$ cat src/rtl/signal_gen_pkg.sv
// signal_gen_pkg: MCP4822 command-word layout, FSM states and word builder shared by sample generators.
package signal_gen_pkg;
  localparam int CHAN_BIT = 15;
  localparam int GA_BIT = 13;
  localparam int SHDN_BIT = 12;
  localparam int DATA_MSB = 11;
  typedef logic [1:0] state_t;
  localparam state_t ST_IDLE = 2'd0;
  localparam state_t ST_SHIFT = 2'd1;
  localparam state_t ST_LATCH = 2'd2;
  // GA is active-low on the DAC: 0 selects 2x gain.
  function automatic logic [15:0] mcp4822_word(input logic chan, input logic gain2x, input logic shdn_n,
                                               input logic [11:0] data);
    logic [15:0] w;
    w = '0;
    w[CHAN_BIT] = chan;
    w[GA_BIT] = ~gain2x;
    w[SHDN_BIT] = shdn_n;
    w[DATA_MSB:0] = data;
    return w;
  endfunction
endpackage

$ cat src/rtl/spi_tick_gen.sv
// spi_tick_gen: free-running 0..SPI_DIV-1 divider with a terminal-count tick, held at zero by clear.
module spi_tick_gen #(
  parameter int SPI_DIV = 8
) (
  input  logic       clk,
  input  logic       rst,
  input  logic       clear,
  output logic       tick,
  output logic [7:0] cnt
);
  logic [7:0] cnt_q, cnt_d;
  assign tick = cnt_q == 8'(SPI_DIV - 1);
  assign cnt = cnt_q;
  always_comb cnt_d = (clear || tick) ? 8'd0 : cnt_q + 8'd1;
  always_ff @(posedge clk) cnt_q <= rst ? 8'd0 : cnt_d;
endmodule

$ cat src/rtl/mcp4822_spi_tx.sv
// mcp4822_spi_tx: one sample per handshake, shifted MSB-first on SPI mode 0, then an LDAC strobe.
module mcp4822_spi_tx
  import signal_gen_pkg::*;
#(
  parameter int SPI_DIV = 8
) (
  input  logic        clk,
  input  logic        rst,
  input  logic        s_valid,
  output logic        s_ready,
  input  logic [11:0] s_data,
  input  logic        s_chan,
  input  logic        s_gain2x,
  input  logic        s_shdn_n,
  output logic        spi_cs_n,
  output logic        spi_sck,
  output logic        spi_mosi,
  output logic        ldac_n,
  output logic        frame_done
);
  state_t state_q, state_d;
  logic [15:0] word_q, word_d, cmd;
  logic [3:0] bit_idx_q, bit_idx_d;
  logic sck_q, sck_d, mosi_q, mosi_d, cs_n_q, cs_n_d, ldac_n_q, ldac_n_d;
  logic frame_done_q, frame_done_d, s_ready_q, s_ready_d, tick;
  logic [7:0] cnt;
  spi_tick_gen #(.SPI_DIV(SPI_DIV)) u_tick (
    .clk  (clk),
    .rst  (rst),
    .clear(state_q == ST_IDLE),
    .tick (tick),
    .cnt  (cnt)
  );
  assign cmd = mcp4822_word(s_chan, s_gain2x, s_shdn_n, s_data);
  always_comb begin
    state_d = state_q;
    word_d = word_q;
    bit_idx_d = bit_idx_q;
    sck_d = sck_q;
    mosi_d = mosi_q;
    cs_n_d = cs_n_q;
    ldac_n_d = ldac_n_q;
    s_ready_d = s_ready_q;
    frame_done_d = 1'b0;
    case (state_q)
      ST_IDLE: begin
        s_ready_d = 1'b1;
        if (s_valid && s_ready_q) begin
          state_d = ST_SHIFT;
          word_d = cmd;
          bit_idx_d = 4'd15;
          cs_n_d = 1'b0;
          mosi_d = cmd[15];
          s_ready_d = 1'b0;
        end
      end
      ST_SHIFT: begin
        if (tick) begin
          sck_d = ~sck_q;
          // data only moves on the falling toggle, giving a full half-period of setup and hold
          if (sck_q) begin
            if (bit_idx_q == 4'd0) begin
              cs_n_d = 1'b1;
              mosi_d = 1'b0;
              ldac_n_d = 1'b0;
              state_d = ST_LATCH;
            end else begin
              bit_idx_d = bit_idx_q - 4'd1;
              mosi_d = word_q[bit_idx_q - 4'd1];
            end
          end
        end
      end
      ST_LATCH: begin
        // registered pulse lands on the final LDAC-low cycle
        frame_done_d = cnt == 8'(SPI_DIV - 2);
        if (tick) begin
          ldac_n_d = 1'b1;
          s_ready_d = 1'b1;
          state_d = ST_IDLE;
        end
      end
      default: state_d = ST_IDLE;
    endcase
  end
  always_ff @(posedge clk) begin
    if (rst) begin
      state_q <= ST_IDLE;
      word_q <= '0;
      bit_idx_q <= '0;
      sck_q <= 1'b0;
      mosi_q <= 1'b0;
      cs_n_q <= 1'b1;
      ldac_n_q <= 1'b1;
      frame_done_q <= 1'b0;
      s_ready_q <= 1'b0;
    end else begin
      state_q <= state_d;
      word_q <= word_d;
      bit_idx_q <= bit_idx_d;
      sck_q <= sck_d;
      mosi_q <= mosi_d;
      cs_n_q <= cs_n_d;
      ldac_n_q <= ldac_n_d;
      frame_done_q <= frame_done_d;
      s_ready_q <= s_ready_d;
    end
  end
  assign s_ready = s_ready_q;
  assign spi_cs_n = cs_n_q;
  assign spi_sck = sck_q;
  assign spi_mosi = mosi_q;
  assign ldac_n = ldac_n_q;
  assign frame_done = frame_done_q;
endmodule

$ cat config.mk
export PLATFORM = sky130hd
export DESIGN_NAME = mcp4822_spi_tx
export DESIGN_NICKNAME = d
export VERILOG_FILES = /design/src/rtl/signal_gen_pkg.sv /design/src/rtl/spi_tick_gen.sv /design/src/rtl/mcp4822_spi_tx.sv
export SDC_FILE = /design/constraint.sdc
export NUM_CORES = 1
export LEC_CHECK = 0
export CORE_MARGIN = 4
export CORE_UTILIZATION = 25
export CTS_BUF_LIST = sky130_fd_sc_hd__clkbuf_4 sky130_fd_sc_hd__clkbuf_8
export CTS_CLUSTER_DIAMETER = 30
export DETAILED_ROUTE_END_ITERATION = 8
export DONT_BUFFER_PORTS = 1
export GPL_ROUTABILITY_DRIVEN = 0
export PLACE_DENSITY = 0.48
export SYNTH_ARGS = -nofsm -noshare
export SYNTH_HDL_FRONTEND = slang
export SYNTH_SLANG_ARGS = --single-unit
$ cat constraint.sdc
create_clock -name clk -period 2.65 [get_ports clk]
set_input_delay 0.53 -clock clk [delete_from_list [all_inputs] [get_ports clk]]
set_output_delay 0.53 -clock clk [all_outputs]
set_load 0.005 [all_outputs]
==> flow_metrics.py, run 1 <==
metrics = {
    "run_status": {
        "outcome": "completed",
    },
    "synth": {
        "postSynthNetCount": 208,
        "avgSynthCellArea_um2": 8.87,
        "netlist_instances": 187,
        "yosysTopAreaCell": "dfxtp_1",
        "synthMuxAreaShare_pct": 4.91,
        "ys.flop_type": "dfxtp_1",
        "ys_seq_elements": 35,
        "synth_edf_count": 0,
        "synth_area_mm2": 0.00166,
        "synthAdderAreaFrac_pct": 2.26,
        "synth-async-reset-ratio_pct": 0,
        "synth_top_family_by_area": "simple AND/OR/NAND/NOR gates",
        "ys_top_cells_by_area": "dfxtp_1 42%, nand2_1 6.6%, a21oi_1 5.7%, xor2_1 3.7%, nor2_1 3.2%",
        "synth-seq-area-share_pct": 42.3,
        "synth_simple_gate_area_share_pct": 29.0,
        "synth_warnings": 0,
        "synth_cell_types": 47,
        "synth_compound_area_share_pct": 13.6,
        "synth-xor-area-share_pct": 4.23,
        "netlist.area_leader.share_pct": 42.3,
    },
    "critical_path": {
        "reg2regPathDepth": 6,
        "start_kind": "register",
        "r2r_start": "bit_idx_q[0]$_SDFFE_PP0P_",
        "crit_family": "flip-flops",
        "worst-path-max-fanout": 9,
        "end_kind": "register",
        "criticalPathCategory": "reg2reg",
        "crit_required_ns": 2.83,
        "crit_slowest_cell": "dfxtp_1",
        "cp.arrival_ns": 2.35,
        "path_cells": "inv_1 -> ha_1 -> mux4_2 -> and4_4 -> a2111oi_2 -> nor4_2",
        "critPathMaxStageDelay_ns": 0.54,
        "crit_buf_inv": 1,
        "reg2reg_to": "spi_mosi$_SDFFE_PP0P_",
        "regToRegSetupSlack_ns": 0.47,
    },
    "final_layout": {
        "utilization_pct": 29.0,
        "layout-drive-gt1-share_pct": 11.3,
        "finalNetCount": 206,
        "syn2layout_area_growth_pct": 11.6,
        "num_antenna_cells": 0,
    },
    "clock_network": {
        "cts-root-buf": "clkbuf_8",
        "cts_buffers": 5,
        "htree_levels": 2,
        "clk_latency_ns": 0.29,
        "tritoncts": "yes",
        "ctsResizeCount": 0,
        "cts_hold_buf": 0,
        "cts_setup_buffers": 0,
        "ctsLongestPathBuffers": 2,
        "clkSinkCount": 35,
        "clk_pin_slew_ns": 0.07,
    },
    "global_routing": {
        "antenna_found_initial": 0,
        "grt_pass1_vias": 1293,
        "grt_overflow": 0,
        "grt.total_usage_pct": 10.0,
        "grt_max_degree": 29,
        "grt_pass1_wl_um": 6250,
    },
    "pwr": {
        "p_leak_nw": 0.629,
        "irDropWorstVdd_v": 0.000305,
        "powerDensity_mw_per_mm2": 686,
    },
    "sta": {
        "setup_tns_ns": 0,
        "slew_headroom_pct": 63.9,
        "finalClockSkew_ns": 0.00627,
        "setup_viol": 0,
        "period_needed_ns": 2.18,
        "period_share_pct": 82.2,
        "rsz0062_at_grt": "false",
        "slew_violations": 0,
        "fmax_ghz": 0.459,
        "tightest_slew_ns": 0.540,
        "hold_violations": 0,
    },
    "hold_path": {
        "worstHoldStart": "rst",
        "holdPathEnd": "word_q[2]$_SDFFE_PP0P_",
        "min_path_cells": 1,
        "hp-class": "in2reg",
    },
    "drt": {
        "post-route-drc-count": 0,
        "wl_per_cell_um": 13.8,
        "drt_iter0_markers": 67,
        "wirelength_um": 3630,
        "drtAntennaViolNets": 0,
        "firstDrtPassIters": 4,
        "via_per_inst": 4.86,
        "vias": 1277,
    },
    "placement": {
        "port_buffers": 0,
        "dp_hpwl_um": 2550,
    },
    "floorplan": {
        "die_area_mm2": 0.00800,
        "rows": 29,
        "die_y_um": 89.4,
        "io_pins": 24,
        "start_util_pct": 26.0,
        "coreArea_mm2": 0.00639,
        "fp.dieW_um": 89.4,
    },
    "run": {
        "maxCapViolCount": 0,
    },
}
## synthesized netlist by cell type (2+ instances only)
cell type,count
ha_1,3
nor4b_2,2
xor2_1,7
mux4_2,2
buf_2,2
a21oi_1,19
nand2_1,29
inv_1,4
o31ai_1,2
nor2b_1,2
dfxtp_1,35
clkbuf_1,7
nand3_1,9
o22ai_1,2
nor2_1,14
and3_1,4
a221oi_1,2
nor3_1,6
nand2b_1,5
nand3b_1,2
or2_2,2
a311oi_1,2
## logic make-up after synthesis
| logic type | after synthesis |
|---|---|
| flops | 35 |
| xor+xnor | 8 |
| simple gates | 88 |
| buf+inv | 14 |
| fa+ha+maj | 3 |
| mux | 4 |
| compound gates | 35 |
## flip-flops by register name, summed over array words and instances, names as in the netlist, 2 cells and up
name and cells:
bit_idx_q 4, state_q 2, u_tick.cnt 8, word_q 15
## through the flow
| stage | hold slack [ns] | power (mW) | worst slack [ns] | area [um^2] | cells |
|---|---|---|---|---|---|
| 2_1_floorplan | 0.432 | 0.688 | 0.750 | 1660 | 187 |
| 3_3_place_gp | 0.439 | 0.706 | 0.526 | 1710 | 255 |
| 3_5_place_dp | 0.443 | 0.706 | 0.477 | 1710 | 255 |
| 4_1_cts | 0.282 | 1.29 | 0.468 | 1850 | 263 |
| 5_1_grt | 0.288 | 1.33 | 0.323 | 1850 | 263 |
| 6_report | 0.298 | 1.27 | 0.472 | 1850 | 263 |
## report_power, final
| part | internal, mW | switching (mW) | total [mW] | leakage, nW |
|---|---|---|---|---|
| clock | 0.375 | 0.201 | 0.576 | 0.0644 |
| sequential | 0.549 | 0.0235 | 0.573 | 0.285 |
| combinational | 0.0553 | 0.0654 | 0.121 | 0.280 |
| total | 0.980 | 0.290 | 1.27 | 0.629 |
## worst register-to-register path, stage by stage, from the launching register on
cell and delay [ns]:
dfxtp_1 0.54, inv_1 0.11, ha_1 0.43, mux4_2 0.34
and4_4 0.20, a2111oi_2 0.37, nor4_2 0.08
## cell usage in the layout (no fill, tap or decap), types with 2 or more instances in the layout
cell type | netlist | routed
nor3_1 | 6 | 6
or2_2 | 2 | 2
a311oi_1 | 2 | 2
clkbuf_8 | 0 | 5
nor2b_1 | 2 | 2
nor4b_2 | 2 | 2
and3_1 | 4 | 4
bufinv_16 | 0 | 2
nand2_1 | 29 | 29
a21oi_1 | 19 | 19
mux4_2 | 2 | 2
ha_1 | 3 | 3
nand2b_1 | 5 | 5
nand3_1 | 9 | 9
inv_1 | 4 | 4
xor2_1 | 7 | 7
dfxtp_1 | 35 | 35
o22ai_1 | 2 | 2
a221oi_1 | 2 | 2
nor2_1 | 14 | 14
nand3b_1 | 2 | 2
o31ai_1 | 2 | 2
## final cells by class
| type | count | area (um^2) |
|---|---|---|
| clock buffers | 5 | 68.8 |
| repair buffers | 1 | 7.51 |
| flip-flops and latches | 35 | 701 |
| fillers | 707 | 4540 |
| multi-input cells | 138 | 895 |
| well taps | 77 | 96.3 |
| inverters | 4 | 15.0 |
| clock inverters | 3 | 67.6 |
## metal layers
| metal | part of all wire (%) | vias up | global-route usage, % | routed length, um |
|---|---|---|---|---|
| met5 | 0 | - | 0 | 0 |
| li1 | - | 660 | - | - |
| met3 | 4.0 | 6 | 2.49 | 145 |
| met1 | 50 | 589 | 13.6 | 1820 |
| met2 | 44 | 22 | 14.8 | 1590 |
| met4 | 2.0 | 0 | 4.74 | 73 |
## worst max path at each step
stage	start	endpoint	cells after the start
after floorplan	bit_idx_q[0]$_SDFFE_PP0P_	spi_mosi$_SDFFE_PP0P_	7
after CTS	bit_idx_q[0]$_SDFFE_PP0P_	spi_mosi$_SDFFE_PP0P_	6
after global routing	bit_idx_q[0]$_SDFFE_PP0P_	spi_mosi$_SDFFE_PP0P_	6
final	bit_idx_q[0]$_SDFFE_PP0P_	spi_mosi$_SDFFE_PP0P_	6
after global placement	bit_idx_q[0]$_SDFFE_PP0P_	spi_mosi$_SDFFE_PP0P_	6
after detailed placement	bit_idx_q[0]$_SDFFE_PP0P_	spi_mosi$_SDFFE_PP0P_	6
Note: power is estimated with default switching activity, not from simulation.
==> run 2, diff against run 1 <==
- PLACE_DENSITY: 0.48 -> 0.5
- clock period: 2.65 -> 1.8 ns (I/O delays scaled with it)
==> run 2 against run 1 <==
Sequential share of layout area is 2.9 points lower. Utilization rose by 2.5 points. Worst hold slack got worse by 0.17 ns. Sequential power rose by 46%. First-iteration DRC count is 3.0% higher. Clock-buffer cell count did not move. Die area did not move. Final cell count grew 5.3%. Global-route usage down 0.082 points. Critical path type unchanged.
==> flow_metrics.py, run 2 (synthesis gave the netlist of run 1 again) <==
metrics = {
    "run_status": {
        "outcome": "completed",
    },
    "clock_network": {
        "cts_hold_buf": 0,
        "cts-root-buf": "clkbuf_8",
        "tritoncts": "yes",
        "clkSinkCount": 35,
        "htree_levels": 2,
        "cts_buffers": 5,
        "ctsLongestPathBuffers": 2,
        "clk_pin_slew_ns": 0.07,
        "clk_latency_ns": 0.28,
    },
    "drt": {
        "vias": 1329,
        "firstDrtPassIters": 5,
        "drt_iter0_markers": 69,
        "drtAntennaViolNets": 0,
        "via_per_inst": 4.80,
        "wirelength_um": 3690,
        "wl_per_cell_um": 13.3,
        "post-route-drc-count": 0,
    },
    "sta": {
        "setup_viol": 0,
        "hold_ws_ns": 0.133,
        "period_share_pct": 94.3,
        "rsz0062_at_grt": "false",
        "setup_tns_ns": 0,
        "fmax_ghz": 0.589,
        "finalClockSkew_ns": 0.00431,
        "slew_headroom_pct": 70.2,
        "period_needed_ns": 1.70,
        "slew_violations": 0,
        "setup_ws_ns": 0.103,
        "hold_violations": 0,
        "tightest_slew_ns": 0.443,
    },
    "global_routing": {
        "antenna_found_initial": 0,
        "grt_pass1_vias": 1278,
        "grt.total_usage_pct": 9.92,
        "grt_max_degree": 29,
        "grt_pass1_wl_um": 6190,
        "grt_overflow": 0,
    },
    "floorplan": {
        "io_pins": 24,
        "start_util_pct": 26.0,
        "die_area_mm2": 0.00800,
        "rows": 29,
        "fp.dieW_um": 89.4,
        "die_y_um": 89.4,
        "coreArea_mm2": 0.00639,
    },
    "final_layout": {
        "layout_common_cells": "33 x dfxtp_1, 29 x nand2_1, 19 x a21oi_1",
        "regMostFlops": "word_q",
        "syn2layout_area_growth_pct": 21.2,
        "utilization_pct": 31.5,
        "final_common_cell": "dfxtp_1",
        "num_antenna_cells": 0,
        "largest_reg_flops": 15,
        "finalNetCount": 220,
        "layout-drive-gt1-share_pct": 21.0,
    },
    "pwr": {
        "irDropWorstVdd_v": 0.000483,
        "power.total_mw": 1.92,
        "p_leak_nw": 0.703,
        "powerDensity_mw_per_mm2": 954,
    },
    "critical_path": {
        "worst-path-max-fanout": 8,
        "end_kind": "register",
        "crit_required_ns": 1.97,
        "cp.arrival_ns": 1.87,
        "criticalPathCategory": "reg2reg",
        "start_kind": "register",
    },
    "placement": {
        "dp_slack_ns": 0.0506,
        "port_buffers": 0,
        "dp_hpwl_um": 2700,
    },
    "hold_path": {
        "hp-class": "in2reg",
    },
    "run": {
        "maxCapViolCount": 0,
    },
}
-- run 2: per-layer routing --
layer  wire (um)  vias to the layer above  share of wire [%]  GRT usage (%)
li1            -                      692                  -              -
met1        1880                      606                 51           13.6
met2        1540                       25                 42           14.3
met3         197                        6                5.3           2.86
met4          74                        0                2.0           4.47
met5           0                        -                  0              0
-- run 2: worst paths after layout --
check                                               start                      to  slack [ns]  cells after the start
worst max register to register  bit_idx_q[0]$_SDFFE_PP0P_   spi_mosi$_SDFFE_PP0P_        0.10                      5
worst min-delay path                                  rst  word_q[1]$_SDFFE_PP0P_        0.13                      1
worst min register to register     word_q[3]$_SDFFE_PP0P_  word_q[3]$_SDFFE_PP0P_        0.45                      2
worst max-delay path            bit_idx_q[0]$_SDFFE_PP0P_   spi_mosi$_SDFFE_PP0P_        0.10                      5
-- run 2: repair_timing --
action	in CTS	in global routing
buffers inserted	0	1
endpoints found under the setup margin	0	6
gates resized for setup	0	8
-- run 2: stage by stage --
| step | instances | instance area [um^2] |
|---|---|---|
| 6_report | 277 | 2010 |
| 5_1_grt | 277 | 2010 |
| 4_1_cts | 276 | 1970 |
| 3_5_place_dp | 268 | 1840 |
| 3_3_place_gp | 268 | 1840 |
| 2_1_floorplan | 187 | 1680 |
-- run 2: critical path, cell delays in order (launching register included) --
cell and delay, ns:
dfxtp_2 0.34, buf_6 0.14, mux4_1 0.55, nor4b_2 0.19, a2111oi_4 0.29, nor4_2 0.07
-- run 2: area by class of cell --
cell class / instances / area, um^2
clock buffers: 5 / 68.8
repair buffers: 15 / 116
clock inverters: 3 / 67.6
multi-input cells: 138 / 942
fillers: 691 / 4380
well taps: 77 / 96.3
flip-flops and latches: 35 / 703
inverters: 4 / 15.0
-- run 2: power by group --
group | internal [mW] | total, mW | switching (mW) | leakage, nW
clock | 0.552 | 0.841 | 0.288 | 0.0644
sequential | 0.810 | 0.837 | 0.0270 | 0.286
combinational | 0.119 | 0.241 | 0.121 | 0.353
